<file path="src/rtl/sha512_msg_padder.sv">
// SHA-512 message padder: pairs 512-bit read-engine lines into 1024-bit blocks and
// appends 0x80, zero fill and the 128-bit big-endian bit length.
module sha512_msg_padder #(
   parameter int LEN_W = 32
) (
   input  logic             clk,
   input  logic             SoftReset,
   input  logic             start,
   input  logic [LEN_W-1:0] msg_len,
   input  logic             in_valid,
   output logic             in_ready,
   input  logic [511:0]     in_data,
   output logic             out_valid,
   input  logic             out_ready,
   output logic [1023:0]    out_block,
   output logic             out_last,
   output logic             busy,
   output logic             done
);

   localparam int LL_W   = LEN_W - 5;
   localparam int BASE_W = LEN_W + 1;

   typedef enum logic [2:0] {
      S_IDLE, S_FILL_LO, S_FILL_HI, S_BUILD, S_EMIT, S_PAD_ONLY, S_DONE
   } state_t;

   state_t              r_state, w_next;
   logic [LEN_W-1:0]    r_len;
   logic [LL_W-1:0]     r_lines_left;
   logic [BASE_W-1:0]   r_base;        // byte index of the current block's first byte
   logic [511:0]        r_lo, r_hi;
   logic [1023:0]       r_block;
   logic                r_last;

   logic [BASE_W-1:0]   w_ll_init, w_line_base, w_line_rem, w_rem;
   logic [511:0]        w_masked;
   logic [1023:0]       w_data, w_build, w_pad_blk;
   logic [127:0]        w_bitlen;
   logic                w_final;

   assign w_ll_init   = {1'b0, msg_len} + BASE_W'(63);
   assign w_line_base = r_base + ((r_state == S_FILL_HI) ? BASE_W'(64) : BASE_W'(0));
   assign w_line_rem  = {1'b0, r_len} - w_line_base;
   assign w_rem       = {1'b0, r_len} - r_base;
   assign w_bitlen    = 128'({r_len, 3'b000});
   assign w_final     = (w_rem <= BASE_W'(111));
   assign w_data      = {r_hi, r_lo};
   assign w_pad_blk   = {((r_base == {1'b0, r_len}) ? 8'h80 : 8'h00), 888'b0, w_bitlen};

   // Bytes at or beyond the message length never reach the block.
   always_comb begin
      w_masked = '0;
      for (int k = 0; k < 64; k++)
         w_masked[8*k +: 8] = (BASE_W'(k) < w_line_rem) ? in_data[8*k +: 8] : 8'h00;
   end

   // Line byte order is little-endian, block byte order is big-endian.
   always_comb begin
      w_build = '0;
      for (int b = 0; b < 128; b++)
         w_build[1023-8*b -: 8] = (w_rem == BASE_W'(b)) ? 8'h80 : w_data[8*b +: 8];
      if (w_final)
         w_build[127:0] = w_bitlen;
   end

   always_ff @(posedge clk) begin
      if (SoftReset) r_state <= S_IDLE;
      else           r_state <= w_next;
   end

   always_comb begin
      w_next    = r_state;
      in_ready  = 1'b0;
      out_valid = 1'b0;
      busy      = 1'b1;
      done      = 1'b0;
      case (r_state)
         S_IDLE: begin
            busy = 1'b0;
            if (start) w_next = S_FILL_LO;
         end
         S_FILL_LO: begin
            in_ready = (r_lines_left != '0);
            if (r_lines_left == '0)
               w_next = S_BUILD;
            else if (in_valid)
               w_next = (r_lines_left > LL_W'(1)) ? S_FILL_HI : S_BUILD;
         end
         S_FILL_HI: begin
            in_ready = 1'b1;
            if (in_valid) w_next = S_BUILD;
         end
         S_BUILD:    w_next = S_EMIT;
         S_EMIT: begin
            out_valid = 1'b1;
            if (out_ready) begin
               if (r_last)                   w_next = S_DONE;
               else if (r_lines_left == '0) w_next = S_PAD_ONLY;
               else                          w_next = S_FILL_LO;
            end
         end
         S_PAD_ONLY: w_next = S_EMIT;
         S_DONE: begin
            busy   = 1'b0;
            done   = 1'b1;
            w_next = S_IDLE;
         end
         default:    w_next = S_IDLE;
      endcase
   end

   always_ff @(posedge clk) begin
      if (SoftReset) begin
         r_len        <= '0;
         r_lines_left <= '0;
         r_base       <= '0;
         r_lo         <= '0;
         r_hi         <= '0;
         r_block      <= '0;
         r_last       <= 1'b0;
      end else begin
         case (r_state)
            S_IDLE: if (start) begin
               r_len        <= msg_len;
               r_lines_left <= w_ll_init[BASE_W-1:6];
               r_base       <= '0;
            end
            S_FILL_LO: begin
               if (r_lines_left == '0) begin
                  r_lo <= '0;
                  r_hi <= '0;
               end else if (in_valid) begin
                  r_lo         <= w_masked;
                  r_hi         <= '0;
                  r_lines_left <= r_lines_left - LL_W'(1);
               end
            end
            S_FILL_HI: if (in_valid) begin
               r_hi         <= w_masked;
               r_lines_left <= r_lines_left - LL_W'(1);
            end
            S_BUILD: begin
               r_block <= w_build;
               r_last  <= w_final;
            end
            S_PAD_ONLY: begin
               r_block <= w_pad_blk;
               r_last  <= 1'b1;
            end
            S_EMIT: if (out_ready) r_base <= r_base + BASE_W'(128);
            default: ;
         endcase
      end
   end

   assign out_block = r_block;
   assign out_last  = r_last & (r_state == S_EMIT);

endmodule

</file>
<file path="config.mk">
export PLATFORM = sky130hd
export DESIGN_NAME = sha512_msg_padder
export DESIGN_NICKNAME = d
export VERILOG_FILES = /design/src/rtl/sha512_msg_padder.sv
export SDC_FILE = /design/constraint.sdc
export NUM_CORES = 2
export LEC_CHECK = 0
export CAP_MARGIN = 20
export CELL_PAD_IN_SITES_DETAIL_PLACEMENT = 1
export CELL_PAD_IN_SITES_GLOBAL_PLACEMENT = 2
export CORE_AREA = 3 3 622 624
export CTS_BUF_LIST = sky130_fd_sc_hd__clkbuf_4
export CTS_CLUSTER_SIZE = 28
export DETAILED_ROUTE_END_ITERATION = 6
export DIE_AREA = 0 0 625 627
export PLACE_DENSITY = 0.63
export SYNTH_ARGS = -nofsm -noshare
export SYNTH_HDL_FRONTEND = slang
export SYNTH_SLANG_ARGS = --single-unit
</file>
<file path="constraint.sdc">
create_clock -name clk -period 5.8 [get_ports clk]
set_input_delay 1.16 -clock clk [delete_from_list [all_inputs] [get_ports clk]]
set_output_delay 1.16 -clock clk [all_outputs]
set_load 0.03 [all_outputs]
</file>
# Word level (Yosys, flattened, before mapping)
# Cells that the tools add are included.
[totals]
ff_bits = 2144
latch_bits = 0
mem_bits_rw = 0
romBits = 0
in_bits = 549
output_inout_bits = 1029
word_cells = 459
memories = 0
[op_classes]
addsub = 6
multipliers = 0
n_div = 0
n_lt_le_gt_ge = 66
n_eq_ne = 139
shift = 0
muxes = 222
n_bitwise = 1
reduce_logical = 17
[ops]
columns = ["operator", "n"]
rows = [
  ["$eq A33 B7 Y1 const B", 64],
  ["$mux W512", 4],
  ["$pmux W1024 S2", 1],
  ["$mux W8", 193],
  ["$eq A33 B6 Y1 const B", 32],
  ["$lt A6 B33 Y1 const A", 32],
  ["$pmux W512 S2", 1],
  ["$eq A33 B5 Y1 const B", 16],
  ["$lt A5 B33 Y1 const A", 16],
  ["$eq A33 B4 Y1 const B", 8],
  ["$lt A4 B33 Y1 const A", 8],
  ["$eq A33 B3 Y1 const B", 4],
  ["$lt A3 B33 Y1 const A", 4],
  ["$mux W128", 1],
  ["$mux W27", 3],
  ["$pmux W27 S3", 1],
  ["$eq A33 B2 Y1 const B", 2],
  ["$lt A1 B33 Y1 const A", 2],
  ["$lt A2 B33 Y1 const A", 2],
  ["$mux W33", 2],
  ["$pmux W33 S2", 1],
  ["$sub A32 B33 Y33", 2],
  ["$add A32 B6 Y33 const B", 1],
  ["$add A33 B7 Y33", 1],
  ["27 further kinds", 50],
]

# Logic depth before layout (Yosys ltp)
[logic_depth]
depth_word = 8
depth_mapped = 20
ltp_nobuf = 15

# Worst setup path before layout
# No wires, ideal clock.
[synth_path]
path_type = "reg2reg"
startpoint = "register r_len[17]"
endpoint = "register r_hi[30]"
setup_time_ns = 0.117
arrival_ns = 4.632
t_required_ns = 5.683
path_slack_ns = 1.051
stages_incl_launch_ff = 19
n_path_buf = 5
period_less_slack_ns = 4.749
cell_sequence = "dfxtp_1 > inv_1 > ha_1 > clkbuf_1 > inv_1 > ha_1 > a21oi_1 > o21ai_1 > nor2b_4 > or4_4 > or3_1 > a221o_1 > or4_1 > buf_2 > buf_6 > or4_1 > buf_2 > buf_6 > a32o_1"
[synth_between]
elab_chain_len = 5
[synth_lines]
columns = ["item", "line", "rtl"]
rows = [
  ["start, declared", "29", "logic [LEN_W-1:0] r_len;"],
  ["start signal, assigned", "125", "r_len <= msg_len;"],
  ["$sub A32 B33 Y33", "44", "assign w_line_rem = {1'b0, r_len} - w_line_base;"],
  ["$lt A2 B33 Y1", "55", "w_masked[8*k +: 8] = (BASE_W'(k) < w_line_rem) ? in_data[8*k +: 8] : 8'h00;"],
  ["$mux W8", "55", ""],
  ["$mux W512", "139", "S_FILL_HI: if (in_valid) begin"],
  ["$pmux W512 S2", "123", "case (r_state)"],
  ["end signal, assigned", "140", "r_hi <= w_masked;"],
  ["end, declared", "32", "logic [511:0] r_lo, r_hi;"],
]
# Every way passes these cells. The select of a mux whose other input is x is not followed.
# A chain may end at the register's enable or synchronous reset.

# Final worst setup path
[layout_path]
startpoint = "register r_state[0]"
endpoint = "register r_lo[230]"
[layout_between]
elab_chain_len = 8
word_cells_on_any_way = 10
classes_between = "2 x add/sub; 1 x order compare; 2 x eq/ne; 4 x mux; 1 x reduce/logical"
[layout_lines]
columns = ["item", "line", "rtl"]
rows = [
  ["start, declared", "28", "state_t r_state, w_next;"],
  ["start signal, assigned", "69", "else r_state <= w_next;"],
  ["$eq A3 B2 Y1", "43", "assign w_line_base = r_base + ((r_state == S_FILL_HI) ? BASE_W'(64) : BASE_W'(0));"],
  ["$mux W7", "43", ""],
  ["$add A33 B7 Y33", "43", ""],
  ["$sub A32 B33 Y33", "44", ""],
  ["$lt A5 B33 Y1", "55", ""],
  ["$mux W8", "55", ""],
  ["$mux W512", "133", "end else if (in_valid) begin"],
  ["$mux W512", "130", "if (r_lines_left == '0) begin"],
  ["end signal, assigned", "134", "r_lo <= w_masked;"],
  ["end, declared", "32", ""],
]
# Parallel ways exist; a longest one is shown, timed or not. The select of a mux whose other input is x is not followed.

==> results_dict.tcl <==
set metrics [dict create \
    initial_core_util_pct 22.3 \
    finClkSkew_ps 200 \
    cts.clk_slew.worst_paths_ps 60 \
    cp_slowest_cell "or4_2" \
    cp_top_family "simple AND/OR/NAND/NOR gates" \
    design.die.area_um2 392000 \
    drv_slew 0 \
    synth_edf_count 0 \
    drt_iter0_markers 6720 \
    synth_top_area_share_pct 50.3 \
    p_per_area_nw_per_um2 377 \
    dpl.hpwl_um 417000 \
    fin_tns_setup_ps 0 \
    max_cap_viol_count 0 \
    clock_latency_ps 1660 \
    required_ps 7150 \
    worstPathArrival_ps 6890 \
    drc 0 \
    syn_inst 9524 \
    viasPerCell 5.26 \
    dr.pass1.iters 5 \
    slew_headroom_pct 13.0 \
    ys_ff_latch 2137 \
    synth.distinct_cells 80 \
    yosysWarnings 0 \
    async_flop_share_pct 0 \
    syn_area_per_cell_um2 8.93 \
    crit_type "register to register" \
    htree_levels 6 \
    antenna_found_initial 188 \
    numCtsBuffers 644 \
    hold_viol 0 \
    worstSetupEndpointType "register" \
    outcome "finished clean" \
    globalplace.congestion 0.899 \
    holdWs_ps 237 \
    core-area_um2 382000 \
    cts_tree "done" \
    period_share_pct 95.5 \
    synth_ff_type "dfxtp_1" \
    ir_drop_mv 0.415 \
    grt_usage_pct 27.0 \
    fin_nets 11994 \
    ys_seq_area_share_pct 50.3 \
    ant_nets 0 \
    grt-ovfl-total 0 \
    setup_slack_ps 258 \
    syn_area_um2 85100 \
    clock-sinks 2137 \
    layout_common_cells "dfxtp_1, nand2_1, clkdlybuf4s50_1, o21ai_0, clkbuf_4" \
    fin_crit_ps 5540 \
    dpl_worst_slack_ps 392 \
    ios 1578 \
    layout_commonest_cell "dfxtp_1" \
    via_count 88946 \
    die_width_um 625 \
    leakagePower_nw 40.8 \
    clock_path_buffers 4 \
    port_buffers 1577 \
    worst_pin_slew_ps 1300 \
    wl_per_cell_um 32.9 \
    grt_max_degree 156 \
    cp_cell_sequence "nor2_1 -> nand2_1 -> inv_1 -> ha_1 -> inv_1 -> ha_1 -> nand2_1 -> or3_1 -> o22ai_1 -> o21ai_1 -> a221o_1 -> a221o_1 -> or4_2 -> buf_12 -> or4_1 -> buf_4 -> a32o_1" \
    grt_pass1_vias 89533 \
    drive_gt1_share_pct 12.1 \
    area_growth_pct 37.6 \
    path_buf_inv 4 \
    cts_root_buffer "clkbuf_4" \
    hold_path.class "input pin to register" \
    grt_pass1_wl_um 749000 \
    setup_violations 0 \
    wl_um 557000 \
    synth_top_area_cell "dfxtp_1" \
    slowest_delay_ps 700 \
    synth_area_leaders "dfxtp_1, nand2_1, o21ai_0, a32o_1, a22oi_1" \
    fmax_mhz 180 \
    rsz0062_at_grt "false" \
    path_max_fanout 34 \
    start_kind "register" \
    die_h_um 627 \
    row_count 227 \
]
## cells in the mapped netlist (51+ instances only)
master,instances
inv_1,163
a21oi_1,196
xnor2_1,55
and3_1,102
a22oi_1,507
a32o_1,613
a32oi_1,302
ha_1,90
o31ai_1,54
nor4_1,51
o21ai_0,1374
clkbuf_1,770
nor2_1,227
dfxtp_1,2137
a2bb2oi_1,230
nor3_1,51
nand3_1,64
nand2_1,1905
## per-stage QoR
stage / util (%) / cell area, um2 / power [mW] / instances
2_1_floorplan: - / 85100 / 23.0 / 9529
3_3_place_gp: 28.1 / 108000 / 29.2 / 15618
3_5_place_dp: 28.2 / 108000 / 29.4 / 15628
4_1_cts: 30.6 / 117000 / 44.6 / 16821
5_1_grt: 30.6 / 117000 / 46.3 / 16870
6_report: 30.6 / 117000 / 44.1 / 16904
## layer usage
metal,routed length (um),track usage (%)
met1,228000,32.5
met2,258000,44.3
met3,39800,7.17
met4,30100,13.7
met5,389,0
## kinds of logic (layout without fill, tap and decap cells)
logic type / count (synthesis) / after routing / share of synthesized area [%]
flip-flops: 2137 / 2137 / 50.3
AO/OA/AOI/OAI: 3570 / 3570 / 29.5
other: 2 / 86 / 0.00883
adder cells (fa/ha/maj): 90 / 90 / 1.32
buffers and inverters: 1012 / 3270 / 4.75
AND/OR/NAND/NOR: 2605 / 2605 / 12.9
multiplexers: 39 / 39 / 0.465
XOR/XNOR: 69 / 69 / 0.710
## final cells by class
class	count	area (um2)
sequential	2137	42800
fill	44042	265000
tap	5038	6300
timing repair buffer	2029	20400
antenna	79	198
multi-input combinational	6380	38900
inverter	163	614
clock inverter	180	1130
clock buffer	898	6740
## power by group
part / switching, mW / internal (mW) / total [mW]
combinational: 8.71 / 3.72 / 12.4
sequential: 0.984 / 15.9 / 16.8
clock: 7.40 / 7.47 / 14.9
## repair_timing
item | in CTS | in global routing
gates resized for setup | 4 | 0
hold buffers | 115 | 0
buffers inserted | 0 | 0
hold endpoints to repair | 197 | 0
setup endpoints to repair | 1 | 0
## path summary, 6_finish.rpt
check,from,end,slack (ps),cells after the start
max,r_state[0]$_SDFFE_PP0P_,r_lo[230]$_SDFFE_PP0P_,260,17
min reg2reg,r_hi[178]$_SDFFE_PP0P_,out_block[330]$_SDFFE_PP0P_,400,2
min,in_data[67],r_hi[67]$_SDFFE_PP0P_,240,2
max reg2reg,r_state[0]$_SDFFE_PP0P_,r_lo[230]$_SDFFE_PP0P_,260,17
## sequential cells by signal (all words and copies together) (netlist names)
| register | flops |
|---|---|
| r_len | 32 |
| r_base | 26 |
| r_last | 1 |
| r_lines_left | 27 |
| r_state | 3 |
| out_block | 1024 |
| r_lo | 512 |
| r_hi | 512 |
Power figures use the tool's default switching activity.
